File: config.mk
export PLATFORM = sky130hd
export DESIGN_NAME = conv_ctrl
export DESIGN_NICKNAME = d
export VERILOG_FILES = /design/src/rtl/conv_ctrl_pkg.sv /design/src/rtl/rc_counter.sv /design/src/rtl/conv_ctrl.sv
export SDC_FILE = /design/constraint.sdc
export NUM_CORES = 1
export LEC_CHECK = 0
export ABC_AREA = 1
export CAP_MARGIN = 15
export CORE_MARGIN = 2
export CORE_UTILIZATION = 47
export DETAILED_ROUTE_END_ITERATION = 12
export PLACE_DENSITY = 0.79
export SKIP_CTS_REPAIR_TIMING = 1
export SLEW_MARGIN = 30
export SYNTH_ARGS = -nofsm -noshare
export SYNTH_HDL_FRONTEND = slang
export SYNTH_SLANG_ARGS = --single-unit
export TNS_END_PERCENT = 50
File: constraint.sdc
create_clock -name clk -period 3.15 [get_ports clk]
set_input_delay 0.315 -clock clk [delete_from_list [all_inputs] [get_ports clk]]
set_output_delay 0.315 -clock clk [all_outputs]
set_load 0.02 [all_outputs]
File: src/rtl/conv_ctrl_pkg.sv
// conv_ctrl_pkg: FSM encodings, default layer geometry and error-cause codes for conv_ctrl.
// Rev 1.0
`default_nettype none

package conv_ctrl_pkg;

  localparam int DEF_IMG_W = 28;
  localparam int DEF_IMG_H = 28;
  localparam int DEF_K     = 5;

  localparam int OUT_W     = DEF_IMG_W - DEF_K + 1;
  localparam int OUT_H     = DEF_IMG_H - DEF_K + 1;
  localparam int OUT_TOTAL = OUT_W * OUT_H;
  localparam int N_W       = DEF_K * DEF_K;
  localparam int CNT_W     = $clog2(OUT_TOTAL + 1);
  localparam int WCNT_W    = $clog2(N_W + 1);

  localparam logic [2:0] ST_IDLE   = 3'd0;
  localparam logic [2:0] ST_LOAD_W = 3'd1;
  localparam logic [2:0] ST_STREAM = 3'd2;
  localparam logic [2:0] ST_DRAIN  = 3'd3;
  localparam logic [2:0] ST_DONE   = 3'd4;

  typedef enum logic [1:0] {
    ERR_NONE       = 2'd0,
    ERR_OVF        = 2'd1,
    ERR_STRAY      = 2'd2,
    ERR_EARLY_DONE = 2'd3
  } err_cause_e;

  function automatic int out_total(input int w, input int h, input int k);
    return (w - k + 1) * (h - k + 1);
  endfunction

endpackage

`default_nettype wire

File: src/rtl/rc_counter.sv
// rc_counter: raster col/row counter with wrap, last-pixel and valid-window flags.
// Rev 1.0
`default_nettype none

module rc_counter
  import conv_ctrl_pkg::*;
#(
  parameter int W = DEF_IMG_W,
  parameter int H = DEF_IMG_H,
  parameter int K = DEF_K
) (
  input  logic clk,
  input  logic rstn,
  input  logic clr,
  input  logic en,
  output logic last,
  output logic win_valid
);

  localparam int CB = $clog2(W + 1);
  localparam int RB = $clog2(H + 1);
  localparam logic [CB-1:0] COL_MAX = CB'(W - 1);
  localparam logic [CB-1:0] COL_WIN = CB'(K - 1);
  localparam logic [RB-1:0] ROW_MAX = RB'(H - 1);
  localparam logic [RB-1:0] ROW_WIN = RB'(K - 1);

  logic [CB-1:0] col;
  logic [RB-1:0] row;

  // Flags describe the pixel being accepted this cycle, before the advance.
  assign last      = (row == ROW_MAX) && (col == COL_MAX);
  assign win_valid = (row >= ROW_WIN) && (col >= COL_WIN);

  always_ff @(posedge clk) begin
    if (!rstn || clr) begin
      col <= '0;
      row <= '0;
    end else if (en) begin
      if (col == COL_MAX) begin
        col <= '0;
        row <= last ? '0 : row + 1'b1;
      end else begin
        col <= col + 1'b1;
      end
    end
  end

endmodule

`default_nettype wire

File: src/rtl/conv_ctrl.sv
// conv_ctrl: sequences kernel load, image streaming and result counting for one binary conv layer.
// Rev 1.0
`default_nettype none

module conv_ctrl
  import conv_ctrl_pkg::*;
#(
  parameter int IMG_W = DEF_IMG_W,
  parameter int IMG_H = DEF_IMG_H,
  parameter int K     = DEF_K
) (
  input  logic       clk,
  input  logic       rstn,
  input  logic       cmd_start,
  output logic       cmd_ready,
  input  logic       cmd_abort,
  input  logic       wt_valid,
  output logic       wt_ready,
  input  logic       wt_bit,
  input  logic       pix_valid,
  output logic       pix_ready,
  input  logic [7:0] pix_data,
  output logic       win_start,
  output logic [7:0] win_din,
  output logic       state,
  output logic       conv_start,
  output logic       conv_weight_en,
  output logic       conv_weight,
  input  logic       conv_ovalid,
  input  logic       conv_done,
  output logic [$clog2(out_total(IMG_W, IMG_H, K) + 1)-1:0] out_cnt,
  output logic       layer_done,
  output logic       err
);

  localparam int TOTAL = out_total(IMG_W, IMG_H, K);
  localparam int CW    = $clog2(TOTAL + 1);
  localparam int NWT   = K * K;
  localparam int WW    = $clog2(NWT + 1);
  localparam logic [CW-1:0] TOTAL_C = CW'(TOTAL);
  localparam logic [WW-1:0] WLAST_C = WW'(NWT - 1);

  logic [2:0]    fsm;
  logic [WW-1:0] wcnt;
  logic [CW-1:0] cnt_next;
  logic          wt_fire, pix_fire, rc_clr, raster_last, raster_win, cnt_full, in_run;
  err_cause_e    cause;

  assign cmd_ready  = (fsm == ST_IDLE);
  assign wt_ready   = (fsm == ST_LOAD_W);
  assign pix_ready  = (fsm == ST_STREAM);
  assign layer_done = (fsm == ST_DONE);
  assign in_run     = (fsm == ST_STREAM) || (fsm == ST_DRAIN);
  assign cnt_full   = (out_cnt == TOTAL_C);

  // Abort wins over any handshake presented in the same cycle.
  assign wt_fire  = wt_valid && wt_ready && !cmd_abort;
  assign pix_fire = pix_valid && pix_ready && !cmd_abort;
  assign rc_clr   = cmd_abort || (cmd_ready && cmd_start);

  rc_counter #(.W(IMG_W), .H(IMG_H), .K(K)) u_raster (
    .clk       (clk),
    .rstn      (rstn),
    .clr       (rc_clr),
    .en        (pix_fire),
    .last      (raster_last),
    .win_valid (raster_win)
  );

  always_comb begin
    cnt_next = out_cnt;
    if (conv_ovalid && in_run && !cnt_full) cnt_next = out_cnt + 1'b1;
  end

  always_comb begin
    cause = ERR_NONE;
    if (conv_ovalid && !in_run)      cause = ERR_STRAY;
    else if (conv_ovalid && cnt_full) cause = ERR_OVF;
    else if (conv_done && !cnt_full)  cause = ERR_EARLY_DONE;
  end

  always_ff @(posedge clk) begin
    if (!rstn) begin
      fsm            <= ST_IDLE;
      wcnt           <= '0;
      out_cnt        <= '0;
      err            <= 1'b0;
      win_start      <= 1'b0;
      win_din        <= '0;
      state          <= 1'b0;
      conv_start     <= 1'b0;
      conv_weight_en <= 1'b0;
      conv_weight    <= 1'b0;
    end else begin
      win_start      <= pix_fire;
      conv_weight_en <= wt_fire;
      conv_start     <= 1'b0;
      state          <= pix_fire && raster_win;
      if (pix_fire) win_din     <= pix_data;
      if (wt_fire)  conv_weight <= wt_bit;

      // out_cnt and err are frozen on abort so they can be inspected afterwards.
      if (cmd_abort) begin
        fsm  <= ST_IDLE;
        wcnt <= '0;
      end else begin
        out_cnt <= cnt_next;
        if (cause != ERR_NONE) err <= 1'b1;
        case (fsm)
          ST_IDLE: begin
            if (cmd_start) begin
              fsm     <= ST_LOAD_W;
              wcnt    <= '0;
              out_cnt <= '0;
              err     <= 1'b0;
            end
          end
          ST_LOAD_W: begin
            if (wt_fire) begin
              wcnt <= wcnt + 1'b1;
              if (wcnt == WLAST_C) begin
                fsm        <= ST_STREAM;
                conv_start <= 1'b1;
              end
            end
          end
          ST_STREAM: if (pix_fire && raster_last) fsm <= ST_DRAIN;
          ST_DRAIN:  if (cnt_next == TOTAL_C) fsm <= ST_DONE;
          ST_DONE:   fsm <= ST_IDLE;
          default:   fsm <= ST_IDLE;
        endcase
      end
    end
  end

endmodule

`default_nettype wire

==> results of run 1 <==
==> power by group <==
part / switching (mW) / internal, mW
sequential: 0.00834 / 0.538
clock: 0.194 / 0.238
combinational: 0.0697 / 0.0504
==> registers in the layout (all words and copies together), names as in the netlist <==
name / flops
u_raster.col: 5
win_start: 1
conv_weight: 1
u_raster.row: 5
conv_start: 1
win_din: 8
state: 1
fsm: 3
out_cnt: 10
conv_weight_en: 1
wcnt: 5
err: 1
==> layer usage <==
layer	track usage [%]	vias up	wire length, µm
met5	0	-	0
met4	6.71	0	57
met3	5.00	5	203
met2	35.4	40	2330
met1	26.2	927	2280
li1	-	1090	-
==> cell families after synthesis <==
group,synth area share [%]
AND/OR/NAND/NOR,33.1
AO/OA/AOI/OAI,14.0
buffers and inverters,8.36
flip-flops,38.7
adder cells (fa/ha/maj),4.61
XOR/XNOR,1.21
==> how the worst max path moves through the flow <==
stage / from / slack, ps / end / cells past startpoint
floorplan: out_cnt[0] / 1490 / fsm[0] / 12
global placement: cmd_abort / 820 / state / 8
detailed placement: cmd_abort / 740 / state / 8
CTS: fsm[0] / 1030 / cmd_ready / 4
global route: cmd_abort / 900 / state / 8
finish: fsm[0] / 1040 / cmd_ready / 4
==> placed cells by master (no fill, tap or decap), types with 3 or more instances in the layout <==
master	Yosys	layout
inv_1	38	38
o21ai_0	18	18
nand2_2	5	5
a21oi_1	24	24
nor3_1	5	5
xor2_1	3	3
nor2_2	3	3
nand4_1	6	6
nand3_1	17	17
o32ai_1	3	3
dfxtp_1	42	42
inv_2	3	3
clkdlybuf4s50_1	0	44
nand2_1	64	64
nor2_1	42	42
ha_1	8	8
clkbuf_8	0	5
==> worst register-to-register path, delay by kind of cell, from the launching register on <==
| family | cells | cell delay [ps] |
|---|---|---|
| AND/OR/NAND/NOR | 9 | 880 |
| flip-flops | 1 | 440 |
| adder cells (fa/ha/maj) | 1 | 200 |
| buffers and inverters | 1 | 90 |
| AO/OA/AOI/OAI | 1 | 70 |
==> area by class of cell <==
cell class                 instances  area, µm²
fill                             387       1650
multi-input combinational        219       1150
sequential                        42        841
timing repair buffer              44        440
inverter                          42        160
clock buffer                       5       68.8
tap                               52       65.1
clock inverter                     3       43.8
==> stage by stage <==
| stage | power [mW] | cells | setup WS, ps | util [%] |
|---|---|---|---|---|
| final | 1.10 | 407 | 1040 | 62.7 |
| after global routing | 1.15 | 407 | 895 | 62.7 |
| after CTS | 1.11 | 407 | 1030 | 62.7 |
| after detailed placement | 0.679 | 399 | 739 | 60.1 |
| after global placement | 0.677 | 399 | 817 | 60.1 |
| after floorplan | 0.626 | 308 | 1490 | - |
==> metrics.txt, run 1 <==
die area 5180 µm²; Area Overhead vs Synth 27.5%; Yosys Warn Count 0; Worst path top cell family by delay buffers and inverters; RSZ-0062 raised after global routing false; Post-synth top cells nand2_1, dfxtp_1, nor2_1; largest net degree at the start of global routing 16; Design Area, Final 2770 µm²; Hold EP err; CP Cell Sequence nor2_1, inv_1, nor2_1, clkdlybuf4s50_1; crit start category flip-flop; DRT Pass-1 Iters 4; share of layout cells above drive strength 1 8.17%; worst vdd ir 0.274 mV; via/cell ratio 5.07; CTS tree yes; Reg-to-Reg Start out_cnt[0]; Slew Viols, Final 0; final clock skew 5.70 ps; initial antenna violation count 0; FF-to-FF setup slack 1360 ps; vias in the first global route 1986; Placer Congestion 0.921; Synth area leaders dfxtp_1, nand2_1, nor2_1; r2r endpoint fsm[0]; post-synthesis average cell area 7.05 µm²; Post-Syn Area 2170 µm²; PortBufs 44; CTS root buf clkbuf_8; dpl cell area 2660 µm²; worst-margin pin slew 420 ps; first-iteration detailed-routing DRC count 104; CP max FO 7; CP most frequent cell nor2_1; Synth top area share 38.7%; final hold vios 0; ant diodes 0; Initial Utilization 49.2%; status finished clean; CTS sink cnt 42; Post-Syn Nets 333; crit path DAT 1800 ps; top_reg_cell synth dfxtp_1; Crit path largest cell delay 660 ps; drt wl/cell 12.0 µm; DRT Wirelength just under 5000 µm; HPWL Detailed 3760 µm; EDFF count, synth 0; core area 4410 µm²; CTS buffer count 5; DRC violations left 0; gr ovfl total 0; Async SR Flop Fraction 0%; first-pass GRT wire length 8580 µm; CTS clock-pin slew for the worst setup and hold paths 80 ps; post-route ant nets 0; I/O pins 45; Pwr Density 397 nW/µm²; Post-Syn Instances ~310; Synth Register Bits 42; Cell Rows 24; Leak 1.13 nW; Final Hold Slack 492 ps; GR Util All Layers 20.9%; Worst Path Required 2830 ps; most frequent cell after synthesis nand2_1; Clk Latency, worst-skew pair 300 ps; H-tree depth 2; hold wc startpoint err; CTS Buffer Depth 2; final setup fails 0; Slew HR 72.0%; Die Ht 72.0 µm; Synth cell types 36; Die W between 70 and 80 µm; fmax around 470 MHz; Crit-path slowest cell clkdlybuf4s50_1; Cells on Worst Hold Path 2; Buf+Inv Stages, Crit Path 2; r2r worst-path depth 12; maxcap violations 0; nets between 300 and 400; sequential area share after synthesis 38.7%; Worst Setup Path Type reg -> out; period utilisation layout between 60% and 70%; HP Class reg -> reg; Synth area leader dfxtp_1; Tmin final 2110 ps; Setup Total Neg Slack 0 ps; total number of vias approximately 2100; Critical Path End Type primary output
(Power assumes the default switching activity.)
==> inputs of run 2 (changes only) <==
clock period = 2 ns   (was 3.15 ns; I/O delays follow)
==> run 2 against run 1 <==
- combinational power increased by 64%
- utilization grew 0.82 points
- register-to-register slack worse by 1100 ps
- clock skew rose by 1.2 ps
- first-iteration DRC count up 67%
- non-clock buffer count increased by 7
- critical path depth shrank 1
- largest cell class unchanged
- clock power is 29% higher
- sequential power increased by 57%
==> metrics.txt, run 2 (synthesis gave the netlist of run 1 again) <==
vias in the first global route 1930 (was 1986); largest net degree at the start of global routing 14 (was 16); CTS tree yes (unchanged); r2r worst-path depth 13 (was 12); Cell Rows 24 (unchanged); period utilisation layout between 90% and 100%; layout filler cell count 388 (was 387); via/cell ratio 5.17 (was 5.07); ant diodes 0 (unchanged); CTS Buffer Depth 2 (unchanged); storage element area 841 µm² (unchanged); biggest regs out_cnt x10, win_din x8 (unchanged); flip-flop count of the largest register after layout 10 (unchanged); nets 386 (was 379); die area 5180 µm² (unchanged); final setup fails 0 (unchanged); commonest non-fill, non-tap cells in the layout nand2_1, nor2_1, dfxtp_1, clkdlybuf4s50_1, inv_1 (was nand2_1, clkdlybuf4s50_1, nor2_1, dfxtp_1, inv_1); CTS clock-pin slew for the worst setup and hold paths 80 ps (about the same); drt wl/cell 12.1 µm (was 12.0 µm); Critical Path End Type primary output (unchanged); total number of vias 2141 (was 2062); HP Class reg -> reg (unchanged); Sequential Power Share 53.3% (was 49.7%); first-iteration detailed-routing DRC count 174 (was 104); fmax 548 MHz; CP max FO 5 (was 7); post-route ant nets 0 (unchanged); maxcap violations 0 (unchanged); GR Util All Layers 20.8% (was 20.9%); switching pwr 0.402 mW (was 0.273 mW); Placer Congestion 0.855 (was 0.921); CTS buffer count 5 (unchanged); I/O pins 45 (unchanged); crit path DAT 1620 ps (was 1800 ps); area of the multi-input gates 1150 µm² (unchanged); Tmin final 1820 ps; most common cell after layout, fill and taps aside nand2_1 (unchanged); Area Overhead vs Synth 29.2% (was 27.5%); status finished clean (unchanged); worst-margin pin slew 409 ps (was 420 ps); PortBufs 44 (unchanged); Worst Path Required 1800 ps (was 2830 ps); Largest Register out_cnt (unchanged); H-tree depth 2 (unchanged); share of layout cells above drive strength 1 9.67% (was 8.17%); Setup Total Neg Slack 0 ps (unchanged); Layout Utilization 63.5% (was 62.7%); Clk Latency, worst-skew pair 290 ps (was 300 ps); final hold vios 0 (unchanged); Die W 72.0 µm (unchanged); Comb power frac 12.2% (was 10.9%); DRT Wirelength 5030 µm (was 4870 µm); RSZ-0062 raised after global routing false (unchanged); clock share of power 34.4% (was 39.3%); Die Ht 72.0 µm (unchanged); gr ovfl total 0 (unchanged); CTS sink cnt 42 (unchanged); worst vdd ir 0.443 mV (was 0.274 mV); Leak 1.18 nW (was 1.13 nW); final clock skew 6.88 ps (was 5.70 ps); crit start category flip-flop (unchanged); DRT Pass-1 Iters 5 (was 4); core area 4410 µm² (unchanged); Pwr Density 575 nW/µm² (was 397 nW/µm²); Slew HR 72.7% (was 72.0%); Slew Viols, Final 0 (unchanged); DRC violations left 0 (unchanged); initial antenna violation count 0 (unchanged); Cells on Worst Hold Path 2 (unchanged); CTS root buf clkbuf_8 (unchanged); Initial Utilization 49.2% (unchanged); switch share 24.9% (was 24.8%); Pint 1.21 mW (was 0.826 mW); Worst Setup Path Type reg -> out (unchanged); first-pass GRT wire length 8580 µm (unchanged); HPWL Detailed 3890 µm (was 3760 µm)
-- run 2: cell types whose count changed in the layout (fill, tap and decap cells not counted) --
cell,change
inv_6,-1
bufinv_16,-1
dlymetal6s2s_1,+2
buf_4,+7
clkdlybuf4s50_1,-2
clkbuf_1,+1
clkbuf_8,+1
-- run 2: power groups by stage --
stage	Clock (mW)	Combinational (mW)	Sequential [mW]
2_1_floorplan	0	0.0993	0.887
3_3_place_gp	0	0.195	0.880
3_5_place_dp	0	0.197	0.880
4_1_cts	0.574	0.198	0.861
5_1_grt	0.605	0.216	0.864
6_report	0.556	0.197	0.861
-- run 2: worst paths after layout --
path / start / slack (ps) / to
worst min register to register: err / 470 / err
worst max register to register: out_cnt[1] / 220 / fsm[0]
worst max-delay path: fsm[2] / 180 / layer_done
worst min-delay path: err / 470 / err
-- run 2: final cells by class --
type,count,share of cell area (%)
timing repair buffer,51,17.8
inverter,42,5.71
clock inverter,1,0.178
tap,52,2.32
multi-input combinational,219,41.0
clock buffer,7,3.08
sequential,42,30.0
-- run 2: metal layers --
metal  up-vias  part of all wire, %  GRT usage (%)  routed length, µm
li1       1099                    -              -                  -
met1       990                   46           27.4               2310
met2        46                   49           34.4               2460
met3         6                  4.0           4.17                202
met4         0                  1.2           6.92                 61
met5         -                    0              0                  0
-- run 2: worst max-delay path, stage by stage, from the launching register on --
cell and delay (ps):
dfxtp_1 380, inv_1 140, nor3_1 180, clkdlybuf4s50_1 630
-- run 2: metrics by stage --
stage / worst slack [ps] / cell area [µm²] / power [mW] / instances / hold slack [ps]
global route: 14.1 / 2800 / 1.68 / 414 / 494
detailed placement: 172 / 2710 / 1.08 / 406 / 466
floorplan: 337 / 2170 / 0.986 / 308 / 335
CTS: 39.5 / 2800 / 1.63 / 414 / 477
finish: 176 / 2800 / 1.61 / 414 / 472
global placement: 178 / 2710 / 1.07 / 406 / 462
==> inputs of run 3 (changes only) <==
CTS_BUF_LIST = sky130_fd_sc_hd__clkbuf_2 sky130_fd_sc_hd__clkbuf_4 sky130_fd_sc_hd__clkbuf_8   (was not set)
==> run 3 against run 2 <==
- worst setup slack improved by 1.0 ps
- hold slack barely moved
- non-clock buffer count did not move
- critical path type unchanged
- maximum frequency about the same
- total power rose by 0.81%
- combinational power about the same
- sequential share of layout area barely moved
- clock power grew 2%
- design area grew 0.13%
- sequential cell count unchanged
==> metrics.txt, run 3 (synthesis gave the netlist of run 1 again) <==
status finished clean (unchanged); crit path DAT 1620 ps (about the same); Buf+Inv Stages, Crit Path 2 (unchanged); die area 5180 µm² (unchanged); CTS buffer count 5 (unchanged); Slew HR 74.1% (was 72.7%); total number of vias 2134 (was 2141); PortBufs 44 (unchanged); Area Overhead vs Synth 29.3% (was 29.2%); Crit-path slowest cell clkdlybuf4s50_1 (unchanged); first-iteration detailed-routing DRC count 174 (unchanged); Die W 72.0 µm (unchanged); Placer Congestion 0.855 (unchanged); DRT Pass-1 Iters 6 (was 5); final setup fails 0 (unchanged); CTS Buffer Depth 2 (unchanged); Pwr Density 579 nW/µm² (was 575 nW/µm²); Design Area, Final 2810 µm² (was 2800 µm²); CTS root buf clkbuf_8 (unchanged); worst-margin pin slew 388 ps (was 409 ps); DRT Wirelength 5020 µm (was 5030 µm); biggest regs out_cnt x10, win_din x8 (unchanged); Slew Viols, Final 0 (unchanged); crit start category flip-flop (unchanged); flip-flop count of the largest register after layout 10 (unchanged); GR Util All Layers 20.8% (unchanged); post-route ant nets 0 (unchanged); Setup Total Neg Slack 0 ps (unchanged); CP max FO 5 (unchanged); Pwr Total 1.63 mW (was 1.61 mW); gr ovfl total 0 (unchanged); Initial Utilization 49.2% (unchanged); nets 386 (unchanged); largest net degree at the start of global routing 14 (unchanged); first-pass GRT wire length 8580 µm (unchanged); CTS tree yes (unchanged); share of layout cells above drive strength 1 9.94% (was 9.67%); CP Cell Sequence inv_1, nor3_1, clkdlybuf4s50_1 (unchanged); HPWL Detailed 3890 µm (unchanged); via/cell ratio 5.15 (was 5.17); r2r worst-path depth 13 (unchanged); DRC violations left 0 (unchanged); fmax 549 MHz (was 548 MHz); Crit path largest cell delay 630 ps (about the same); layout filler cell count 387 (was 388); Worst Setup Path Type reg -> out (unchanged); vias in the first global route 1930 (unchanged); Leak 1.18 nW (about the same); Worst Path Required 1800 ps (about the same); period utilisation layout 91.1% (was 91.2%); CTS sink cnt 42 (unchanged); Cells on Worst Hold Path 2 (unchanged); Critical Path End Type primary output (unchanged); dpl cell area 2710 µm² (unchanged); Cell Rows 24 (unchanged); Layout Utilization 63.6% (was 63.5%); ant diodes 0 (unchanged); commonest non-fill, non-tap cells in the layout nand2_1, nor2_1, dfxtp_1, clkdlybuf4s50_1, inv_1 (unchanged); Levels on crit path 3 (unchanged); RSZ-0062 raised after global routing false (unchanged); CTS clock-pin slew for the worst setup and hold paths 80 ps (about the same); maxcap violations 0 (unchanged); final hold vios 0 (unchanged); final clock skew 6.28 ps (was 6.88 ps); worst vdd ir 0.445 mV (was 0.443 mV); initial antenna violation count 0 (unchanged); Largest Register out_cnt (unchanged); Tmin final 1820 ps (about the same); Die Ht 72.0 µm (unchanged); most common cell after layout, fill and taps aside nand2_1 (unchanged); Worst path top cell family by delay buffers and inverters (unchanged); H-tree depth 2 (unchanged); I/O pins 45 (unchanged); Clk Latency, worst-skew pair 290 ps (about the same); core area 4410 µm² (unchanged); drt wl/cell 12.1 µm (about the same); HP Class reg -> reg (unchanged)
==> run 3: final cells by class <==
cell class,instances,area (µm²),area share [%]
multi-input combinational,219,1150,40.9
sequential,42,841,29.9
timing repair buffer,51,498,17.7
inverter,42,160,5.70
clock buffer,7,90.1,3.21
tap,52,65.1,2.32
clock inverter,1,5.00,0.178
==> run 3: routing by layer <==
layer	global-route usage (%)	vias up	wire length, µm
met5	0	-	0
met4	6.92	0	82
met3	4.17	9	177
met2	34.4	42	2420
met1	27.4	981	2340
li1	-	1102	-
==> run 3: tightest hold or removal path, cell delays in order, from the launching register on <==
cell and delay (ps):
dfxtp_1 320, nand2_1 50, a21oi_1 50
==> run 3: report_power, final <==
group          total [mW]  switching (mW)  internal (mW)
clock               0.569           0.277          0.292
combinational       0.197           0.112         0.0852
sequential          0.861          0.0126          0.848
total                1.63           0.401           1.23
==> run 3: stage by stage <==
stage          worst slack (ps)  cells  hold slack (ps)
2_1_floorplan               337    308              335
3_3_place_gp                178    406              462
3_5_place_dp                172    406              466
4_1_cts                    39.5    414              477
5_1_grt                    14.1    414              494
6_report                    177    414              472
==> run 3: path summary, 6_finish.rpt <==
kind,startpoint,endpoint,slack (ps)
worst min register to register,err,err,470
worst max-delay path,fsm[2],layer_done,180
worst max register to register,out_cnt[1],fsm[0],210
worst min-delay path,err,err,470
